<file path="src/rtl/mdio_phy_responder.sv">
// mdio_phy_responder
// PHY-side MDIO management responder for Clause 22 frames, with Clause 45
// MMD indirect access through registers 13/14. MDC and MDIO are sampled in
// the system clock domain; all MDIO drive changes are registered.

module mdio_phy_responder #(
  parameter logic [4:0]  PHY_ADDR  = 5'd0,
  parameter int          PRE_MIN   = 32,
  parameter logic [15:0] REG0_INIT = 16'h1140,
  parameter logic [15:0] REG9_INIT = 16'h0300
) (
  input  logic        clock,
  input  logic        reset,
  input  logic        mdc,
  input  logic        mdio_in,
  output logic        mdio_out,
  output logic        mdio_oe,
  input  logic [15:0] phy_status,
  output logic [15:0] reg9_out,
  output logic [15:0] mmd_ctl_skew,
  output logic [15:0] mmd_rxd_skew,
  output logic [15:0] mmd_txd_skew,
  output logic [15:0] mmd_clk_skew,
  output logic        wr_strobe,
  output logic [4:0]  wr_addr
);

  localparam int               PRE_W   = $clog2(PRE_MIN + 1);
  localparam logic [PRE_W-1:0] PRE_SAT = PRE_W'(PRE_MIN);

  // Register numbers with special behaviour.
  localparam logic [4:0] REG_MMD_CTL  = 5'd13;
  localparam logic [4:0] REG_MMD_DATA = 5'd14;
  localparam logic [4:0] REG_STATUS   = 5'd31;

  // Only this MMD device is backed by storage.
  localparam logic [4:0] MMD_DEV      = 5'd2;

  typedef enum logic [2:0] {
    S_PREAMBLE,
    S_ST,
    S_OP,
    S_PHYAD,
    S_REGAD,
    S_TA1,
    S_TA2,
    S_DATA
  } state_e;

  // Synchroniser and edge-detect flops.
  logic mdc_meta_q, mdc_sync_q, mdc_prev_q;
  logic mdio_meta_q, mdio_sync_q;

  // Frame parser state.
  state_e           state_q, state_d;
  logic [PRE_W-1:0] pre_cnt_q, pre_cnt_d;
  logic [3:0]       bit_cnt_q, bit_cnt_d;
  logic             op_first_q, op_first_d;
  logic             is_read_q, is_read_d;
  logic             selected_q, selected_d;
  logic [4:0]       regad_q, regad_d;
  logic [15:0]      shift_q, shift_d;

  // Pad and write-notification outputs.
  logic             mdio_out_q, mdio_out_d;
  logic             mdio_oe_q, mdio_oe_d;
  logic             wr_strobe_q, wr_strobe_d;
  logic [4:0]       wr_addr_q, wr_addr_d;

  // Clause 22 register file and MMD device 2 storage.
  logic [15:0]      regs_q [32];
  logic [15:0]      regs_d [32];
  logic [15:0]      mmd_q  [16];
  logic [15:0]      mmd_d  [16];
  logic [3:0]       ptr_q, ptr_d;

  // Combinational helpers.
  logic             mdc_rise;
  logic             mdio_bit;
  logic [4:0]       full5;
  logic [15:0]      wr_data;
  logic [15:0]      rd_word;
  logic [1:0]       mmd_func;
  logic             mmd_dev_ok;

  assign mdc_rise   = mdc_sync_q & ~mdc_prev_q;
  assign mdio_bit   = mdio_sync_q;
  assign full5      = {shift_q[3:0], mdio_bit};
  assign wr_data    = {shift_q[14:0], mdio_bit};
  assign mmd_func   = regs_q[REG_MMD_CTL][15:14];
  assign mmd_dev_ok = (regs_q[REG_MMD_CTL][4:0] == MMD_DEV);

  // Two-flop synchronisers for MDC and MDIO, plus the previous MDC level.
  always_ff @(posedge clock or posedge reset) begin
    if (reset) begin
      mdc_meta_q  <= 1'b0;
      mdc_sync_q  <= 1'b0;
      mdc_prev_q  <= 1'b0;
      mdio_meta_q <= 1'b1;
      mdio_sync_q <= 1'b1;
    end else begin
      // NOTE: every sequential assignment uses <= so all flops update from
      // pre-edge values; blocking here would collapse the synchroniser chain.
      mdc_meta_q  <= mdc;
      mdc_sync_q  <= mdc_meta_q;
      mdc_prev_q  <= mdc_sync_q;
      mdio_meta_q <= mdio_in;
      mdio_sync_q <= mdio_meta_q;
    end
  end

  // Read word selected by the register address completing this edge.
  always_comb begin
    rd_word = '0;
    case (full5)
      REG_STATUS: rd_word = phy_status;
      REG_MMD_DATA: begin
        if (!mmd_dev_ok)             rd_word = '0;
        else if (mmd_func == 2'b00)  rd_word = {12'h000, ptr_q};
        else                         rd_word = mmd_q[ptr_q];
      end
      default: rd_word = regs_q[full5];
    endcase
  end

  // Frame FSM next state, MDIO drive and register-file updates.
  always_comb begin
    // NOTE: every variable gets its hold value first, so no path through the
    // case below can leave one unassigned and infer a latch.
    state_d     = state_q;
    pre_cnt_d   = pre_cnt_q;
    bit_cnt_d   = bit_cnt_q;
    op_first_d  = op_first_q;
    is_read_d   = is_read_q;
    selected_d  = selected_q;
    regad_d     = regad_q;
    shift_d     = shift_q;
    mdio_out_d  = mdio_out_q;
    mdio_oe_d   = mdio_oe_q;
    wr_strobe_d = 1'b0;
    wr_addr_d   = wr_addr_q;
    regs_d      = regs_q;
    mmd_d       = mmd_q;
    ptr_d       = ptr_q;

    // Soft-reset bit is visible for one clock after a write, then clears.
    if (regs_q[0][15]) regs_d[0][15] = 1'b0;

    if (mdc_rise) begin
      case (state_q)
        S_PREAMBLE: begin
          if (mdio_bit) begin
            if (pre_cnt_q < PRE_SAT) pre_cnt_d = pre_cnt_q + 1'b1;
          end else begin
            if (pre_cnt_q >= PRE_SAT) state_d = S_ST;
            pre_cnt_d = '0;
          end
        end

        S_ST: begin
          bit_cnt_d = '0;
          pre_cnt_d = '0;
          state_d   = mdio_bit ? S_OP : S_PREAMBLE;
        end

        S_OP: begin
          if (bit_cnt_q == 4'd0) begin
            op_first_d = mdio_bit;
            bit_cnt_d  = 4'd1;
          end else if (op_first_q != mdio_bit) begin
            // 10 = read, 01 = write: the first bit tells them apart.
            is_read_d = op_first_q;
            bit_cnt_d = '0;
            state_d   = S_PHYAD;
          end else begin
            pre_cnt_d = '0;
            state_d   = S_PREAMBLE;
          end
        end

        S_PHYAD: begin
          shift_d = wr_data;
          if (bit_cnt_q == 4'd4) begin
            selected_d = (full5 == PHY_ADDR);
            bit_cnt_d  = '0;
            state_d    = S_REGAD;
          end else begin
            bit_cnt_d = bit_cnt_q + 1'b1;
          end
        end

        S_REGAD: begin
          shift_d = wr_data;
          if (bit_cnt_q == 4'd4) begin
            regad_d   = full5;
            bit_cnt_d = '0;
            state_d   = S_TA1;
            if (selected_q && is_read_q) begin
              // Latch the read word and take the bus with a 0 for turnaround.
              shift_d    = rd_word;
              mdio_oe_d  = 1'b1;
              mdio_out_d = 1'b0;
              if (full5 == REG_MMD_DATA && mmd_dev_ok && mmd_func == 2'b10)
                ptr_d = ptr_q + 1'b1;
            end
          end else begin
            bit_cnt_d = bit_cnt_q + 1'b1;
          end
        end

        S_TA1: begin
          state_d = S_TA2;
        end

        S_TA2: begin
          if (selected_q && is_read_q) begin
            mdio_out_d = shift_q[15];
            shift_d    = {shift_q[14:0], 1'b0};
          end
          bit_cnt_d = '0;
          state_d   = S_DATA;
        end

        S_DATA: begin
          if (is_read_q) begin
            if (selected_q) begin
              if (bit_cnt_q == 4'd15) begin
                mdio_oe_d  = 1'b0;
                mdio_out_d = 1'b1;
              end else begin
                mdio_out_d = shift_q[15];
                shift_d    = {shift_q[14:0], 1'b0};
              end
            end
          end else begin
            shift_d = wr_data;
          end

          if (bit_cnt_q == 4'd15) begin
            bit_cnt_d = '0;
            pre_cnt_d = '0;
            state_d   = S_PREAMBLE;
            if (selected_q && !is_read_q) begin
              wr_strobe_d = 1'b1;
              wr_addr_d   = regad_q;
              case (regad_q)
                REG_STATUS: begin
                  // Live status register: writes are acknowledged but dropped.
                end
                REG_MMD_CTL: regs_d[REG_MMD_CTL] = wr_data & 16'hC01F;
                REG_MMD_DATA: begin
                  if (mmd_dev_ok) begin
                    if (mmd_func == 2'b00) begin
                      ptr_d = wr_data[3:0];
                    end else begin
                      mmd_d[ptr_q] = wr_data;
                      if (mmd_func[1]) ptr_d = ptr_q + 1'b1;
                    end
                  end
                end
                default: regs_d[regad_q] = wr_data;
              endcase
            end
          end else begin
            bit_cnt_d = bit_cnt_q + 1'b1;
          end
        end

        default: begin
          pre_cnt_d = '0;
          state_d   = S_PREAMBLE;
        end
      endcase
    end
  end

  // Frame state, pad drive and write-notification registers.
  always_ff @(posedge clock or posedge reset) begin
    if (reset) begin
      state_q     <= S_PREAMBLE;
      pre_cnt_q   <= '0;
      bit_cnt_q   <= '0;
      op_first_q  <= 1'b0;
      is_read_q   <= 1'b0;
      selected_q  <= 1'b0;
      regad_q     <= '0;
      shift_q     <= '0;
      mdio_out_q  <= 1'b1;
      mdio_oe_q   <= 1'b0;
      wr_strobe_q <= 1'b0;
      wr_addr_q   <= '0;
    end else begin
      state_q     <= state_d;
      pre_cnt_q   <= pre_cnt_d;
      bit_cnt_q   <= bit_cnt_d;
      op_first_q  <= op_first_d;
      is_read_q   <= is_read_d;
      selected_q  <= selected_d;
      regad_q     <= regad_d;
      shift_q     <= shift_d;
      mdio_out_q  <= mdio_out_d;
      mdio_oe_q   <= mdio_oe_d;
      wr_strobe_q <= wr_strobe_d;
      wr_addr_q   <= wr_addr_d;
    end
  end

  // Register file and MMD storage.
  always_ff @(posedge clock or posedge reset) begin
    if (reset) begin
      // NOTE: the storage is reset rather than left uninitialised because
      // every register has a defined power-on value seen by the station.
      for (int i = 0; i < 32; i++) regs_q[i] <= '0;
      regs_q[0] <= REG0_INIT;
      regs_q[9] <= REG9_INIT;
      for (int i = 0; i < 16; i++) mmd_q[i] <= '0;
      ptr_q <= '0;
    end else begin
      regs_q <= regs_d;
      mmd_q  <= mmd_d;
      ptr_q  <= ptr_d;
    end
  end

  assign mdio_out     = mdio_out_q;
  assign mdio_oe      = mdio_oe_q;
  assign wr_strobe    = wr_strobe_q;
  assign wr_addr      = wr_addr_q;
  assign reg9_out     = regs_q[9];
  assign mmd_ctl_skew = mmd_q[4];
  assign mmd_rxd_skew = mmd_q[5];
  assign mmd_txd_skew = mmd_q[6];
  assign mmd_clk_skew = mmd_q[8];

endmodule

</file>
<file path="config.mk">
export PLATFORM = sky130hd
export DESIGN_NAME = mdio_phy_responder
export DESIGN_NICKNAME = d
export VERILOG_FILES = /design/src/rtl/mdio_phy_responder.sv
export SDC_FILE = /design/constraint.sdc
export NUM_CORES = 2
export LEC_CHECK = 0
export BUFFER_PORTS_ARGS = -buffer_cell sky130_fd_sc_hd__buf_4
export CORE_MARGIN = 1.5
export CORE_UTILIZATION = 57
export DETAILED_ROUTE_END_ITERATION = 12
export PLACE_DENSITY = 0.76
export SLEW_MARGIN = 30
export SYNTH_ARGS = -nofsm -noshare
export SYNTH_HDL_FRONTEND = slang
export SYNTH_SLANG_ARGS = --single-unit
export TNS_END_PERCENT = 30
</file>
<file path="constraint.sdc">
create_clock -name clock -period 31 [get_ports clock]
set_clock_uncertainty 0.2 [all_clocks]
set_input_delay 6.2 -clock clock [delete_from_list [all_inputs] [get_ports clock]]
set_output_delay 6.2 -clock clock [all_outputs]
set_load 0.05 [all_outputs]
</file>
# Word level (Yosys, flattened, before mapping)
# Index checks and enable logic that the tools add are counted.
# Widths: inputs -> output; s select.
[classes]
add_sub_neg = 3
magnitude_cmp = 7
eq_ne = 37
muxes = 76
bitwise_logic = 9
n_reduce_logical = 35
[ops]
columns = ["op", "count"]
rows = [
  ["$mux 512", 4],
  ["$bwmux 512", 1],
  ["$mux 288", 1],
  ["$bwmux 256", 1],
  ["$mux 16", 14],
  ["$mux 208", 1],
  ["$bmux 16 s5", 1],
  ["$demux 16 s5", 1],
  ["$bmux 16 s4", 1],
  ["$demux 16 s4", 1],
  ["$pmux 16 s2", 2],
  ["$pmux 16 s4", 1],
  ["$mux 4", 13],
  ["$mux 6", 5],
  ["$ne 2x2->1 const B", 14],
  ["$reduce_and 7->1", 4],
  ["$pmux 3 s8", 1],
  ["$pmux 6 s4", 1],
  ["$ge 6x6->1 const B", 3],
  ["$mux 3", 6],
  ["$pmux 4 s4", 1],
  ["$eq 5x4->1 const B", 3],
  ["$mux 1", 15],
  ["$ne 3x3->1 const B", 5],
  ["other kinds (40)", 67],
]
[word_totals]
ff_bits = 822

# Longest topological paths before layout
[logic_depth]
ltp_word = 11
depth_mapped = 10

# Worst setup path before layout
# Ideal clock, no wire load.
[synth_timing]
path_type = "input-to-reg"
start = "input port phy_status[11]"
end = "register shift_q[11]"
setup_time_ps = 135
arrival_time_ps = 7117
t_required_ps = 30665
path_slack_ps = 23548
path_stages = 4
n_path_buf = 0
path_cell_list = "mux4_2 -> mux2_2 -> o211ai_1 -> o31ai_1"
[synth_between]
elab_chain_cells = 4
[synth_rtl]
columns = ["element", "line", "text"]
rows = [
  ["from (decl)", "18", "input logic [15:0] phy_status,"],
  ["$pmux 16 s2", "115", "case (full5)"],
  ["$mux 16", "198", "if (selected_q && is_read_q) begin"],
  ["$mux 16", "194", "if (bit_cnt_q == 4'd4) begin"],
  ["$pmux 16 s4", "150", "case (state_q)"],
  ["to (signal assigned)", "300", "shift_q <= shift_d;"],
  ["to (decl)", "62", "logic [15:0] shift_q, shift_d;"],
]
# Every way passes these cells.
# A chain may end at the register's enable or synchronous reset.

==> impl_metrics.csv <==
group,metric,value,unit
floorplan,num_rows,94,
pwr,peakVddDrop,0.0000440,V
floorplan,die-area,0.0689,mm^2
sta,period_minus_slack,8060,ps
clocking,root_buffer,"clkbuf_16",
setup_path,cp_cell_sequence,"buf_4, clkinv_8, buf_4, buf_12, buf_16",
synth,syn_area_per_cell,13.6,um^2
drt,first_pass_iters,6,
setup_path,crit_required,31480,ps
clocking,cts.repair.resized,0,
pwr,p_leak,20.6,nW
floorplan,core_area,0.0662,mm^2
drt,vias_per_cell,6.48,
setup_path,r2r_slack,27140,ps
clocking,cts_buffer_depth,3,
finish,diodes,0,
drt,drc,0,
setup_path,reg2reg_depth,5,
floorplan,die_height,263,um
synth,synth_seq_cells,812,
clocking,cts_hold_buf,0,
clocking,cts.sinks,812,
placement,portBuffers,107,
setup_path,critPathLaunchType,"primary input",
synth,synthesis.area,0.0384,mm^2
synth,synth_edf_count,0,
grt,antenna_found_initial,1,
setup_path,cp.depth,5,
sta,rsz0062_at_grt,"false",
setup_path,crit_top_cell,"buf_4",
clocking,htreeDepth,3,
sta,fmax,124,MHz
sta,slew_headroom,35.3,%
synth,syn-instance-count,2823,
sta,setup_viol_count_final,0,
synth,yosys-top-cells-area,"dfrtp_1, mux2_2, mux4_2",
synth,synth_top_cells_by_count,"dfrtp_1, mux2_2, nand2_1, mux4_2",
synth,yosysMostFrequentCell,"dfrtp_1",
sta,fin_crit_sh,26.0,%
placement,place.gp.congestion,0.867,
clocking,cts_made_buffers,86,
setup_path,cpMaxStageDelayCell,"buf_4",
synth,ys_async_sr_fraction,100,%
synth,syn_nets,2851,
pwr,finalPower,2.14,mW
floorplan,start_util,58.0,%
synth,synthFlopType,"dfrtp_1",
finish,drive_above_1_share,38.0,%
sta,final_hold_viol_count,0,
setup_path,worstPathArrival,8540,ps
drt,vias,23700,
synth,yosysUniqueCellTypes,80,
drt,routed_wl,99000,um
finish,nFillCells,4802,
run_status,status,"finished clean",
setup_path,crit_path_end_kind,"async pin",
setup_path,critPathBufInv,5,
clocking,cts_tree,"done",
setup_path,worstPathMaxFanout,142,
clocking,clk_pin_slew_worst_paths,60,ps
flow_run,cap_violations,0,
sta,setup-tns-final,0,ps
clocking,clk_latency,640,ps
setup_path,reg2reg_from,"state_q[2]$_DFFE_PP0P_",
setup_path,cp_slowest_stage_delay,720,ps
grt,overflow,0,
setup_path,cp-endpoint,"shift_q[2]$_DFFE_PP0P_",
grt,grt_pass1_wl,155000,um
grt,grt_max_degree,177,
drt,wl_per_cell,27.1,um
pwr,cellPowerDensity,51.2,mW/mm^2
finish,synthToLayoutAreaGrowth,9.09,%
setup_path,r2r_end,"mmd_q[94]$_DFFE_PP0P_",
sta,drv_slew,0,
finish,nets,2751,
synth,synth_top_cell_area_share,52.4,%
placement,hpwl,62200,um
clocking,cts_setup_buffers,0,
grt,grt_pass1_vias,24900,
synth,synth_top_cell_by_area,"dfrtp_1",
setup_path,cp_top_family,"buffers and inverters",
floorplan,design.portCount,108,
synth,seq_area_frac_synth,52.9,%
setup_path,worstSetupPathType,"in -> async",
setup_path,startpoint,"reset",
hold_path,min_from,"mdio_meta_q$_DFF_PP1_",
floorplan,dieWidth,263,um
sta,tightest_slew,945,ps
drt,drt_iter0_drc,2199,
hold_path,min_path_type,"reg -> reg",
sta,holdWs,158,ps
drt,postRouteAntennaNets,0,
grt,grt_util_all_layers,29.3,%
synth,yosys_warnings,0,
-- sequential cells by signal (all words and copies together) (netlist names), 6 cells and up --
| name | count |
|---|---|
| mmd_clk_skew | 16 |
| mmd_rxd_skew | 16 |
| regs_q | 484 |
| mmd_txd_skew | 16 |
| shift_q | 16 |
| reg9_out | 16 |
| pre_cnt_q | 6 |
| mmd_ctl_skew | 16 |
| mmd_q | 192 |
-- layout by cell type (no fill, tap or decap), types with 24 or more instances in the layout --
| cell | Yosys | routed |
|---|---|---|
| nand2_1 | 195 | 195 |
| a21oi_1 | 30 | 30 |
| buf_4 | 107 | 158 |
| mux2i_1 | 64 | 64 |
| nand3_1 | 36 | 24 |
| nor2_1 | 46 | 46 |
| and3_1 | 26 | 26 |
| mux2_2 | 516 | 516 |
| clkbuf_16 | 0 | 90 |
| mux2_1 | 155 | 155 |
| o21ai_0 | 132 | 132 |
| dfrtp_1 | 804 | 797 |
| nor2b_1 | 25 | 25 |
| mux4_2 | 161 | 161 |
-- cell families after synthesis --
family	count (synthesis)	share of synthesized area, %
AO/OA/AOI/OAI	294	4.85
adder cells (fa/ha/maj)	8	0.261
flip-flops	812	52.9
XOR/XNOR	3	0.0684
buffers and inverters	371	5.14
multiplexers	896	30.8
AND/OR/NAND/NOR	439	5.95
-- worst register-to-register path: stages, from the launching register on --
cell and delay, ps:
dfrtp_1 660, and3_1 450, nand4_4 310, nor3_4 790, nand3_2 760, mux2_1 560
-- metal layers --
metal	part of all wire [%]	GRT usage [%]	wire length (um)	vias to the layer above
met3	8.4	6.54	8300	206
met5	0.013	0	13	-
li1	-	-	-	9932
met1	40	40.1	40100	12500
met2	48	46.0	47400	1012
met4	3.3	11.0	3250	2
-- how the worst min path moves through the flow --
stage	to	slack, ps	cells past startpoint
after floorplan	mdc_sync_q$_DFF_PP0_	130	0
after global placement	mdc_sync_q$_DFF_PP0_	150	0
after detailed placement	mdio_bit$_DFF_PP1_	150	0
after CTS	mdio_bit$_DFF_PP1_	160	0
after global routing	mdio_bit$_DFF_PP1_	170	0
final	mdio_bit$_DFF_PP1_	160	0
-- metrics by stage --
stage | util, % | setup slack [ps] | instances | cell area [um^2]
global route | 63.3 | 22590 | 3654 | 41900
detailed placement | 58.9 | 21950 | 3498 | 39000
floorplan | - | 1810 | 2823 | 38400
CTS | 63.2 | 22630 | 3653 | 41800
finish | 63.3 | 22940 | 3654 | 41900
global placement | 58.7 | 21750 | 3497 | 38900
-- layout make-up --
cell class / instances / area, um^2 / share of cell area (%)
Clock buffer: 125 / 2520 / 6.02
Inverter: 16 / 73.8 / 0.176
Multi-Input combinational cell: 1640 / 16200 / 38.6
Timing Repair Buffer: 167 / 1350 / 3.21
Sequential cell: 812 / 20300 / 48.6
Tap cell: 864 / 1080 / 2.58
Clock inverter: 30 / 337 / 0.803
-- where the power goes --
part | total [mW] | internal (mW) | switching, mW
logic | 0.0404 | 0.00963 | 0.0307
registers | 1.06 | 1.06 | 0.00153
clock network | 1.04 | 0.615 | 0.425
Power figures use the tool's default switching activity.
